### src/rtl/alu_multicycle_pkg.sv
// -----------------------------------------------------------------------------
// alu_pkg
//   Shared definitions for the multicycle ALU: 4-bit operation codes, the
//   controller FSM state encoding and a helper that identifies the opcodes
//   executed by the iterative multiply/divide unit.
// -----------------------------------------------------------------------------
package alu_pkg;

    localparam logic [3:0] OP_ADD  = 4'd2;
    localparam logic [3:0] OP_SUB  = 4'd3;
    localparam logic [3:0] OP_ORR  = 4'd4;
    localparam logic [3:0] OP_NOR  = 4'd5;
    localparam logic [3:0] OP_AND  = 4'd6;
    localparam logic [3:0] OP_CBZ  = 4'd7;
    localparam logic [3:0] OP_XOR  = 4'd9;
    localparam logic [3:0] OP_MUL  = 4'd10;
    localparam logic [3:0] OP_UDIV = 4'd11;
    localparam logic [3:0] OP_NAND = 4'd12;
    localparam logic [3:0] OP_MOV  = 4'd13;

    typedef enum logic [1:0] {
        ST_IDLE = 2'd0,
        ST_BUSY = 2'd1,
        ST_DONE = 2'd2
    } state_t;

    // MUL and UDIV take WIDTH+1 cycles; everything else completes in one.
    function automatic logic is_iterative(input logic [3:0] code);
        return (code == OP_MUL) || (code == OP_UDIV);
    endfunction

endpackage

### src/rtl/alu_multicycle_if.sv
// -----------------------------------------------------------------------------
// alu_multicycle_if
//   Operand-side and result-side handshake bundle of the multicycle ALU.
//   master : operand preparation / result consumer (drives inValid, operands,
//            code, outReady)
//   slave  : the ALU (drives inReady, outValid, result, resultHi, flags)
//
//   Handshake: a transfer happens on a rising clock edge where the sender's
//   valid and the receiver's ready are both high. A sender holds valid and its
//   data stable until that edge; ready may depend on the other side's ready
//   (inReady follows outReady while a result is pending) but never on valid.
// -----------------------------------------------------------------------------
interface alu_multicycle_if #(
    parameter int WIDTH = 32
);
    logic             inValid;
    logic             inReady;
    logic [WIDTH-1:0] readData1;
    logic [WIDTH-1:0] readData2;
    logic [3:0]       aluControlCode;
    logic             outValid;
    logic             outReady;
    logic [WIDTH-1:0] result;
    logic [WIDTH-1:0] resultHi;
    logic             zeroFlag;
    logic             negativeFlag;
    logic             carryBit;
    logic             overflowFlag;
    logic             illegalOp;

    modport master (
        output inValid, readData1, readData2, aluControlCode, outReady,
        input  inReady, outValid, result, resultHi,
               zeroFlag, negativeFlag, carryBit, overflowFlag, illegalOp
    );

    modport slave (
        input  inValid, readData1, readData2, aluControlCode, outReady,
        output inReady, outValid, result, resultHi,
               zeroFlag, negativeFlag, carryBit, overflowFlag, illegalOp
    );
endinterface

### src/rtl/alu_iter_muldiv.sv
// -----------------------------------------------------------------------------
// alu_iter_muldiv
//   Iterative unsigned multiply (shift-add) and unsigned divide (restoring),
//   one step per clock, WIDTH steps per operation. Both share one adder.
//
//   Ports:
//     clock, resetN    clock, asynchronous active-low reset
//     start_i          load operands and begin (ignored unless idle)
//     is_div_i         1 = divide a_i / b_i, 0 = multiply a_i * b_i
//     a_i, b_i         operands, sampled with start_i
//     done_o           high during the cycle whose clock edge performs the
//                      final step; lo_o/hi_o then carry the final values
//     is_div_o         operation type of the current job
//     lo_o, hi_o       step results: product low/high, or quotient/remainder
//     div_by_zero_o    current job is a divide with b == 0
// -----------------------------------------------------------------------------
module alu_iter_muldiv #(
    parameter int WIDTH = 32
) (
    input  logic             clock,
    input  logic             resetN,
    input  logic             start_i,
    input  logic             is_div_i,
    input  logic [WIDTH-1:0] a_i,
    input  logic [WIDTH-1:0] b_i,
    output logic             done_o,
    output logic             is_div_o,
    output logic [WIDTH-1:0] lo_o,
    output logic [WIDTH-1:0] hi_o,
    output logic             div_by_zero_o
);
    localparam int CNT_W = $clog2(WIDTH);

    logic             busy_q;
    logic             is_div_q;
    logic             dbz_q;
    logic [CNT_W-1:0] cnt_q;
    // acc_q: product high word / partial remainder
    // lo_q : multiplier being consumed / dividend shifting into quotient
    logic [WIDTH-1:0] acc_q;
    logic [WIDTH-1:0] lo_q;
    logic [WIDTH-1:0] opnd_q;

    logic [WIDTH:0]   add_x;
    logic [WIDTH:0]   add_y;
    logic             add_cin;
    logic [WIDTH+1:0] add_sum;
    logic [WIDTH-1:0] acc_d;
    logic [WIDTH-1:0] lo_d;

    always_comb begin
        // Multiply: add the multiplicand when the current multiplier bit is 1.
        add_x   = {1'b0, acc_q};
        add_y   = lo_q[0] ? {1'b0, opnd_q} : '0;
        add_cin = 1'b0;
        if (is_div_q) begin
            // Divide: trial subtraction of the divisor from the shifted
            // remainder; the carry out of the extra top bit means no borrow.
            add_x   = {acc_q, lo_q[WIDTH-1]};
            add_y   = ~{1'b0, opnd_q};
            add_cin = 1'b1;
        end
        add_sum = {1'b0, add_x} + {1'b0, add_y} + {{(WIDTH + 1){1'b0}}, add_cin};

        if (is_div_q) begin
            acc_d = add_sum[WIDTH+1] ? add_sum[WIDTH-1:0] : add_x[WIDTH-1:0];
            lo_d  = {lo_q[WIDTH-2:0], add_sum[WIDTH+1]};
        end else begin
            acc_d = add_sum[WIDTH:1];
            lo_d  = {add_sum[0], lo_q[WIDTH-1:1]};
        end
    end

    always_ff @(posedge clock or negedge resetN) begin
        if (!resetN) begin
            busy_q   <= 1'b0;
            is_div_q <= 1'b0;
            dbz_q    <= 1'b0;
            cnt_q    <= '0;
            acc_q    <= '0;
            lo_q     <= '0;
            opnd_q   <= '0;
        end else if (start_i && !busy_q) begin
            busy_q   <= 1'b1;
            is_div_q <= is_div_i;
            dbz_q    <= is_div_i && (b_i == '0);
            cnt_q    <= CNT_W'(WIDTH - 1);
            acc_q    <= '0;
            lo_q     <= a_i;
            opnd_q   <= b_i;
        end else if (busy_q) begin
            acc_q <= acc_d;
            lo_q  <= lo_d;
            if (cnt_q == '0) begin
                busy_q <= 1'b0;
            end else begin
                cnt_q <= cnt_q - 1'b1;
            end
        end
    end

    // A zero divisor never borrows, so the quotient fills with ones and the
    // dividend shifts whole into the remainder: exactly all-ones and A.
    assign done_o        = busy_q && (cnt_q == '0);
    assign is_div_o      = is_div_q;
    assign lo_o          = lo_d;
    assign hi_o          = acc_d;
    assign div_by_zero_o = dbz_q;

endmodule

### src/rtl/alu_multicycle.sv
// -----------------------------------------------------------------------------
// alu_multicycle
//   WIDTH-bit ALU with valid/ready handshakes on both sides. Logic and
//   add/sub ops finish in one cycle; MUL and UDIV run on alu_iter_muldiv and
//   take WIDTH+1 cycles. Results and NZCV/illegal flags are registered and
//   held while the consumer stalls.
//
//   Ports:
//     clock, resetN  clock, asynchronous active-low reset
//     bus            alu_multicycle_if slave: inValid/inReady, readData1/2,
//                    aluControlCode, outValid/outReady, result, resultHi,
//                    zeroFlag, negativeFlag, carryBit, overflowFlag, illegalOp
//     dbg_state_o    controller FSM state
// -----------------------------------------------------------------------------
module alu_multicycle
    import alu_pkg::*;
#(
    parameter int WIDTH = 32
) (
    input  logic                  clock,
    input  logic                  resetN,
    alu_multicycle_if.slave       bus,
    output state_t                dbg_state_o
);
    state_t           state_q;
    logic             out_valid_q;
    logic [WIDTH-1:0] result_q;
    logic [WIDTH-1:0] result_hi_q;
    logic             zero_q;
    logic             neg_q;
    logic             carry_q;
    logic             ovf_q;
    logic             ill_q;

    logic [WIDTH-1:0] a;
    logic [WIDTH-1:0] b;
    logic [3:0]       code;
    logic             in_ready;
    logic             accept;
    logic             start_iter;

    logic [WIDTH:0]   add_full;
    logic [WIDTH:0]   sub_full;
    logic [WIDTH-1:0] sc_res_d;
    logic             sc_c_d;
    logic             sc_v_d;
    logic             sc_ill_d;

    logic             md_done;
    logic             md_is_div;
    logic [WIDTH-1:0] md_lo;
    logic [WIDTH-1:0] md_hi;
    logic             md_dbz;

    assign a    = bus.readData1;
    assign b    = bus.readData2;
    assign code = bus.aluControlCode;

    // A pending result frees the block only in the cycle it is taken.
    assign in_ready   = resetN && ((state_q == ST_IDLE) ||
                                   ((state_q == ST_DONE) && bus.outReady));
    assign accept     = bus.inValid && in_ready;
    assign start_iter = accept && is_iterative(code);

    always_comb begin
        add_full = {1'b0, a} + {1'b0, b};
        sub_full = {1'b0, a} - {1'b0, b};   // bit WIDTH is the borrow
        sc_res_d = '0;
        sc_c_d   = 1'b0;
        sc_v_d   = 1'b0;
        sc_ill_d = 1'b0;
        case (code)
            OP_ADD: begin
                sc_res_d = add_full[WIDTH-1:0];
                sc_c_d   = add_full[WIDTH];
                sc_v_d   = (a[WIDTH-1] == b[WIDTH-1]) && (add_full[WIDTH-1] != a[WIDTH-1]);
            end
            OP_SUB: begin
                sc_res_d = sub_full[WIDTH-1:0];
                sc_c_d   = ~sub_full[WIDTH];
                sc_v_d   = (a[WIDTH-1] != b[WIDTH-1]) && (sub_full[WIDTH-1] != a[WIDTH-1]);
            end
            OP_ORR:          sc_res_d = a | b;
            OP_AND:          sc_res_d = a & b;
            OP_XOR:          sc_res_d = a ^ b;
            OP_NOR:          sc_res_d = ~(a | b);
            OP_NAND:         sc_res_d = ~(a & b);
            OP_CBZ, OP_MOV:  sc_res_d = b;
            OP_MUL, OP_UDIV: sc_res_d = '0;   // produced by the iterative unit
            default:         sc_ill_d = 1'b1;
        endcase
    end

    alu_iter_muldiv #(.WIDTH(WIDTH)) u_muldiv (
        .clock         (clock),
        .resetN        (resetN),
        .start_i       (start_iter),
        .is_div_i      (code == OP_UDIV),
        .a_i           (a),
        .b_i           (b),
        .done_o        (md_done),
        .is_div_o      (md_is_div),
        .lo_o          (md_lo),
        .hi_o          (md_hi),
        .div_by_zero_o (md_dbz)
    );

    always_ff @(posedge clock or negedge resetN) begin
        if (!resetN) begin
            state_q     <= ST_IDLE;
            out_valid_q <= 1'b0;
            result_q    <= '0;
            result_hi_q <= '0;
            zero_q      <= 1'b0;
            neg_q       <= 1'b0;
            carry_q     <= 1'b0;
            ovf_q       <= 1'b0;
            ill_q       <= 1'b0;
        end else begin
            case (state_q)
                ST_IDLE, ST_DONE: begin
                    // Result taken with nothing new: fall back to idle.
                    // A same-cycle accept below overrides this.
                    if ((state_q == ST_DONE) && bus.outReady) begin
                        out_valid_q <= 1'b0;
                        state_q     <= ST_IDLE;
                    end
                    if (accept) begin
                        if (is_iterative(code)) begin
                            out_valid_q <= 1'b0;
                            state_q     <= ST_BUSY;
                        end else begin
                            out_valid_q <= 1'b1;
                            state_q     <= ST_DONE;
                            result_q    <= sc_res_d;
                            result_hi_q <= '0;
                            zero_q      <= (sc_res_d == '0);
                            neg_q       <= sc_res_d[WIDTH-1];
                            carry_q     <= sc_c_d;
                            ovf_q       <= sc_v_d;
                            ill_q       <= sc_ill_d;
                        end
                    end
                end
                ST_BUSY: begin
                    if (md_done) begin
                        out_valid_q <= 1'b1;
                        state_q     <= ST_DONE;
                        result_q    <= md_lo;
                        result_hi_q <= md_hi;
                        zero_q      <= (md_lo == '0);
                        neg_q       <= md_lo[WIDTH-1];
                        carry_q     <= md_dbz;
                        ovf_q       <= !md_is_div && (md_hi != '0);
                        ill_q       <= 1'b0;
                    end
                end
                default: state_q <= ST_IDLE;
            endcase
        end
    end

    assign bus.inReady      = in_ready;
    assign bus.outValid     = out_valid_q;
    assign bus.result       = result_q;
    assign bus.resultHi     = result_hi_q;
    assign bus.zeroFlag     = zero_q;
    assign bus.negativeFlag = neg_q;
    assign bus.carryBit     = carry_q;
    assign bus.overflowFlag = ovf_q;
    assign bus.illegalOp    = ill_q;
    assign dbg_state_o      = state_q;

endmodule

### src/flat_wrapper.sv
// flat-port wrapper written by rule: the top's interface ports become plain ports
module alu_multicycle_flat import alu_pkg::*;
#(
    parameter int WIDTH = 32
)
  (clock, resetN, dbg_state_o, bus_inValid, bus_readData1, bus_readData2, bus_aluControlCode, bus_outReady, bus_inReady, bus_outValid, bus_result, bus_resultHi, bus_zeroFlag, bus_negativeFlag, bus_carryBit, bus_overflowFlag, bus_illegalOp);
  alu_multicycle_if #(.WIDTH(WIDTH)) bus_i ();
  input  logic clock;
  input  logic resetN;
  output state_t dbg_state_o;
  input wire logic [$bits(bus_i.inValid)-1:0] bus_inValid;
  input wire logic [$bits(bus_i.readData1)-1:0] bus_readData1;
  input wire logic [$bits(bus_i.readData2)-1:0] bus_readData2;
  input wire logic [$bits(bus_i.aluControlCode)-1:0] bus_aluControlCode;
  input wire logic [$bits(bus_i.outReady)-1:0] bus_outReady;
  output wire logic [$bits(bus_i.inReady)-1:0] bus_inReady;
  output wire logic [$bits(bus_i.outValid)-1:0] bus_outValid;
  output wire logic [$bits(bus_i.result)-1:0] bus_result;
  output wire logic [$bits(bus_i.resultHi)-1:0] bus_resultHi;
  output wire logic [$bits(bus_i.zeroFlag)-1:0] bus_zeroFlag;
  output wire logic [$bits(bus_i.negativeFlag)-1:0] bus_negativeFlag;
  output wire logic [$bits(bus_i.carryBit)-1:0] bus_carryBit;
  output wire logic [$bits(bus_i.overflowFlag)-1:0] bus_overflowFlag;
  output wire logic [$bits(bus_i.illegalOp)-1:0] bus_illegalOp;
  assign bus_i.inValid = bus_inValid;
  assign bus_i.readData1 = bus_readData1;
  assign bus_i.readData2 = bus_readData2;
  assign bus_i.aluControlCode = bus_aluControlCode;
  assign bus_i.outReady = bus_outReady;
  assign bus_inReady = bus_i.inReady;
  assign bus_outValid = bus_i.outValid;
  assign bus_result = bus_i.result;
  assign bus_resultHi = bus_i.resultHi;
  assign bus_zeroFlag = bus_i.zeroFlag;
  assign bus_negativeFlag = bus_i.negativeFlag;
  assign bus_carryBit = bus_i.carryBit;
  assign bus_overflowFlag = bus_i.overflowFlag;
  assign bus_illegalOp = bus_i.illegalOp;
  alu_multicycle #(.WIDTH(WIDTH)) u_core (.clock(clock), .resetN(resetN), .bus(bus_i), .dbg_state_o(dbg_state_o));
endmodule
### config.mk
export PLATFORM = sky130hd
export DESIGN_NAME = alu_multicycle_flat
export DESIGN_NICKNAME = d
export VERILOG_FILES = /design/src/rtl/alu_multicycle_pkg.sv /design/src/rtl/alu_multicycle_if.sv /design/src/rtl/alu_iter_muldiv.sv /design/src/rtl/alu_multicycle.sv /design/src/flat_wrapper.sv
export SDC_FILE = /design/constraint.sdc
export NUM_CORES = 1
export LEC_CHECK = 0
export ABC_AREA = 1
export CAP_MARGIN = 5
export CORE_ASPECT_RATIO = 1.4
export CORE_MARGIN = 5
export CORE_UTILIZATION = 35
export CTS_CLUSTER_SIZE = 8
export DETAILED_ROUTE_END_ITERATION = 8
export RECOVER_POWER = 100
export SYNTH_ARGS = -nofsm -noshare
export SYNTH_HDL_FRONTEND = slang
export SYNTH_SLANG_ARGS = --single-unit
### constraint.sdc
create_clock -name clock -period 6.75 [get_ports clock]
set_input_delay 1.35 -clock clock [delete_from_list [all_inputs] [get_ports clock]]
set_output_delay 1.35 -clock clock [all_outputs]
set_load 0.05 [all_outputs]
==> run_results.csv <==
group,metric,value,unit
floorplanning,die_h,278,µm
finish,stdcell_area,20400,µm²
floorplanning,io_pins,145,
global_routing,first_global_vias,20000,
yosys,synth-simple-area-share,35.6,%
detailed_routing,vias,20000,
detailed_routing,wl_per_cell,20.9,µm
clocking,tritoncts,"built",
worst_hold_path,holdCritPathClass,"reg2reg",
yosys,yosys.area.top_type,"dfrtp_1",
timing,setup_viol,0,
finish,multiInputGateArea,11500,µm²
yosys,syn_area,17900,µm²
yosys,netlist.area_leader.share,24.4,%
yosys,async_reset_ff_share,100,%
timing,hold_viol_final,0,
detailed_routing,drt_pass1_iterations,8,
placed_design,gp_congestion,1.06,
clocking,cts_hold_buffers,0,
yosys,synth_top_family_by_area,"simple AND/OR/NAND/NOR gates",
yosys,synth-edff-count,0,
timing,rsz0062_at_grt,"no",
timing,fin_skew,0.0167,ns
placed_design,port_buffers,144,
worst_setup_path,crit_required,7.09,ns
finish,fin_nets,3209,
floorplanning,die_w,201,µm
yosys,syn_inst,2936,
worst_hold_path,hold_depth,2,
placed_design,place_hpwl,60800,µm
power,total_power,9.44,mW
finish,final_cell_mix,"854 x nand2_1, 392 x inv_1, 294 x nor2_1",
clocking,cts_max_level,4,
floorplanning,start_util,35.3,%
timing,tns,0,ns
status,outcome,"finished, violations left",
timing,post-route-min-period,5.70,ns
global_routing,grt_max_degree,110,
worst_setup_path,start_kind,"flop",
yosys,syn_nets,3141,
worst_setup_path,critPathMaxFanout,57,
detailed_routing,wl,76800,µm
timing,fin_crit_sh,84.4,%
floorplanning,fp.coreArea,50900,µm²
finish,regArea,4380,µm²
worst_setup_path,worstPathCellList,"inv_2 -> buf_4 -> o21ai_0 -> ha_1 -> nand2_1 -> clkinv_1 -> nand2_1 -> nand2_1 -> clkinv_1 -> nand3_1 -> nand2_2 -> nand2_1 -> nand2_4 -> nand2_4 -> inv_1 -> nor2_2 -> nor2_2 -> nand2_1 -> nor2_1 -> nand2_1 -> nor2_1 -> nand2_1 -> nand2_1 -> a21oi_1",
global_routing,grt_overflow_total,0,
yosys,synth_fa_ha_area_share,9.44,%
yosys,synth_mux_area_share,0,%
clocking,cts_root_buffer,"clkbuf_16",
worst_setup_path,max_stage_delay,0.71,ns
detailed_routing,ant_nets,0,
finish,layout-drive-gt1-share,3.71,%
global_routing,grt_pass1_wl,116000,µm
detailed_routing,drc,0,
floorplanning,die-area,56000,µm²
finish,fillers,5605,
timing,maxSlewViolCount,305,
yosys,synth_warnings,0,
finish,mostFrequentLayoutCell,"nand2_1",
yosys,synth_ff_type,"dfrtp_1",
yosys,yosys.area_share.xor_xnor,0.781,%
worst_setup_path,worst_path_max_delay_cell,"dfrtp_4",
clocking,clk_latency,0.46,ns
status,failed_checks,"max-capacitance violations, max-slew violations",
run,max-cap-violations,6,
timing,worst_pin_slew,3.79,ns
worst_setup_path,worstPathArrival,6.03,ns
clocking,clk_pin_slew,0.08,ns
finish,area.growth.synth_to_final,13.6,%
power,p_leak,10.3,nW
timing,relSlewSlack,-152,%
detailed_routing,first_iter_violations,1719,
worst_setup_path,path_buf_inv,5,
placed_design,place_area,19900,µm²
yosys,ys_types,57,
clocking,numCtsBuffers,17,
yosys,yosys-top-cells-area,"dfrtp_1 24%, nand2_1 18%, ha_1 9.0%",
power,irDropWorstVdd,256,µV
floorplanning,rows,98,
detailed_routing,vias_per_cell,5.46,
global_routing,antenna_found_initial,0,
yosys,ys_ff_latch,175,
clocking,clk_path_buf_depth,2,
worst_setup_path,path_depth,24,
worst_setup_path,r2r_cells,24,
clocking,post-cts-setup-buffers,0,
global_routing,grt_usage,26.6,%
timing,max_freq,0.176,GHz
yosys,postSynthAreaPerCell,6.11,µm²
clocking,clock_sinks,175,
yosys,synth_compound_area_share,18.2,%
worst_setup_path,endpoint_kind,"flop",
yosys,synth-seq-area-share,24.4,%
clocking,ctsResizeCount,0,
worst_setup_path,criticalPathCategory,"reg2reg",
worst_setup_path,cpMostUsedCell,"nand2_1",
power,power_density,463,nW/µm²
worst_setup_path,path_delay_family,"simple AND/OR/NAND/NOR gates",
[worst register-to-register path, stage by stage, from the launching register on]
cell and delay [ns]:
dfrtp_4 0.71, inv_2 0.69, buf_4 0.52, o21ai_0 0.20, ha_1 0.37, nand2_1 0.17
clkinv_1 0.08, nand2_1 0.06, nand2_1 0.09, clkinv_1 0.06, nand3_1 0.16, nand2_2 0.11
nand2_1 0.10, nand2_4 0.31, nand2_4 0.30, inv_1 0.63, nor2_2 0.06, nor2_2 0.16
nand2_1 0.07, nor2_1 0.31, nand2_1 0.10, nor2_1 0.15, nand2_1 0.07, nand2_1 0.06
a21oi_1 0.06
[final timing paths]
check / startpoint / endpoint / slack [ns]
max reg2reg: u_core.u_muldiv.is_div_o / u_core.bus.overflowFlag / 1.05
min in group asynchronous: resetN / u_core.bus.result[5] / 1.00
min: u_core.bus.outValid / u_core.bus.outValid / 0.47
max in group asynchronous: resetN / u_core.u_muldiv.acc_q[19] / 1.52
min reg2reg: u_core.bus.outValid / u_core.bus.outValid / 0.47
max: u_core.u_muldiv.is_div_o / u_core.bus.overflowFlag / 1.05
[power by group]
part           switching [mW]  internal, mW  total (mW)
logic                    4.64          1.97        6.60
clock network           0.501         0.490       0.991
registers               0.390          1.46        1.85
total                    5.53          3.91        9.44
[Yosys cell counts (12+ instances only)]
master,n
nand2_1,852
inv_1,392
nor2_1,295
o21ai_0,275
nand3_1,212
dfrtp_1,175
a21oi_1,134
ha_1,129
clkbuf_1,59
o22ai_1,59
nand4_1,47
buf_2,37
o221ai_1,33
nor3_1,32
nor2_2,19
nor4_1,15
xor2_1,15
buf_1,14
nand3b_1,12
[flip-flops by register name, summed over array words and instances (netlist names), 2 cells and up]
register,count
u_core.u_muldiv.opnd_q,32
u_core.u_muldiv.cnt_q,5
u_core.u_muldiv.acc_q,32
u_core.bus.result,32
u_core.bus.resultHi,32
u_core.u_muldiv.lo_q,32
u_core.dbg_state_o,2
[routing by layer]
metal  wire (µm)  global-route usage (%)
met5           0                       0
met4        5370                    15.7
met3        3220                    1.91
met2       39100                    49.3
met1       29100                    29.9
[logic make-up after synthesis]
| logic type | after synthesis |
|---|---|
| AND/OR/NAND/NOR | 1520 |
| AO/OA/AOI/OAI | 567 |
| buffers and inverters | 525 |
| flip-flops | 175 |
| adder cells (fa/ha/maj) | 133 |
| XOR/XNOR | 16 |
[final cells by class]
type / instances / share of cell area, %
antenna: 1 / 0.0123
clock inverter: 13 / 0.516
tap: 650 / 3.99
multi-input combinational: 2236 / 56.4
timing repair buffer: 172 / 8.03
sequential: 175 / 21.5
clock buffer: 19 / 2.17
inverter: 402 / 7.40
[metrics by stage]
stage	hold WS (ns)	worst slack, ns	cells	utilization [%]
final	0.475	1.05	3668	40.1
after global routing	0.506	0.572	3667	40.0
after CTS	0.489	1.47	3667	40.2
after detailed placement	0.465	1.47	3635	39.1
after global placement	0.465	1.57	3635	39.1
after floorplan	0.452	3.12	2936	-
Note: power is estimated with default switching activity, not from simulation.
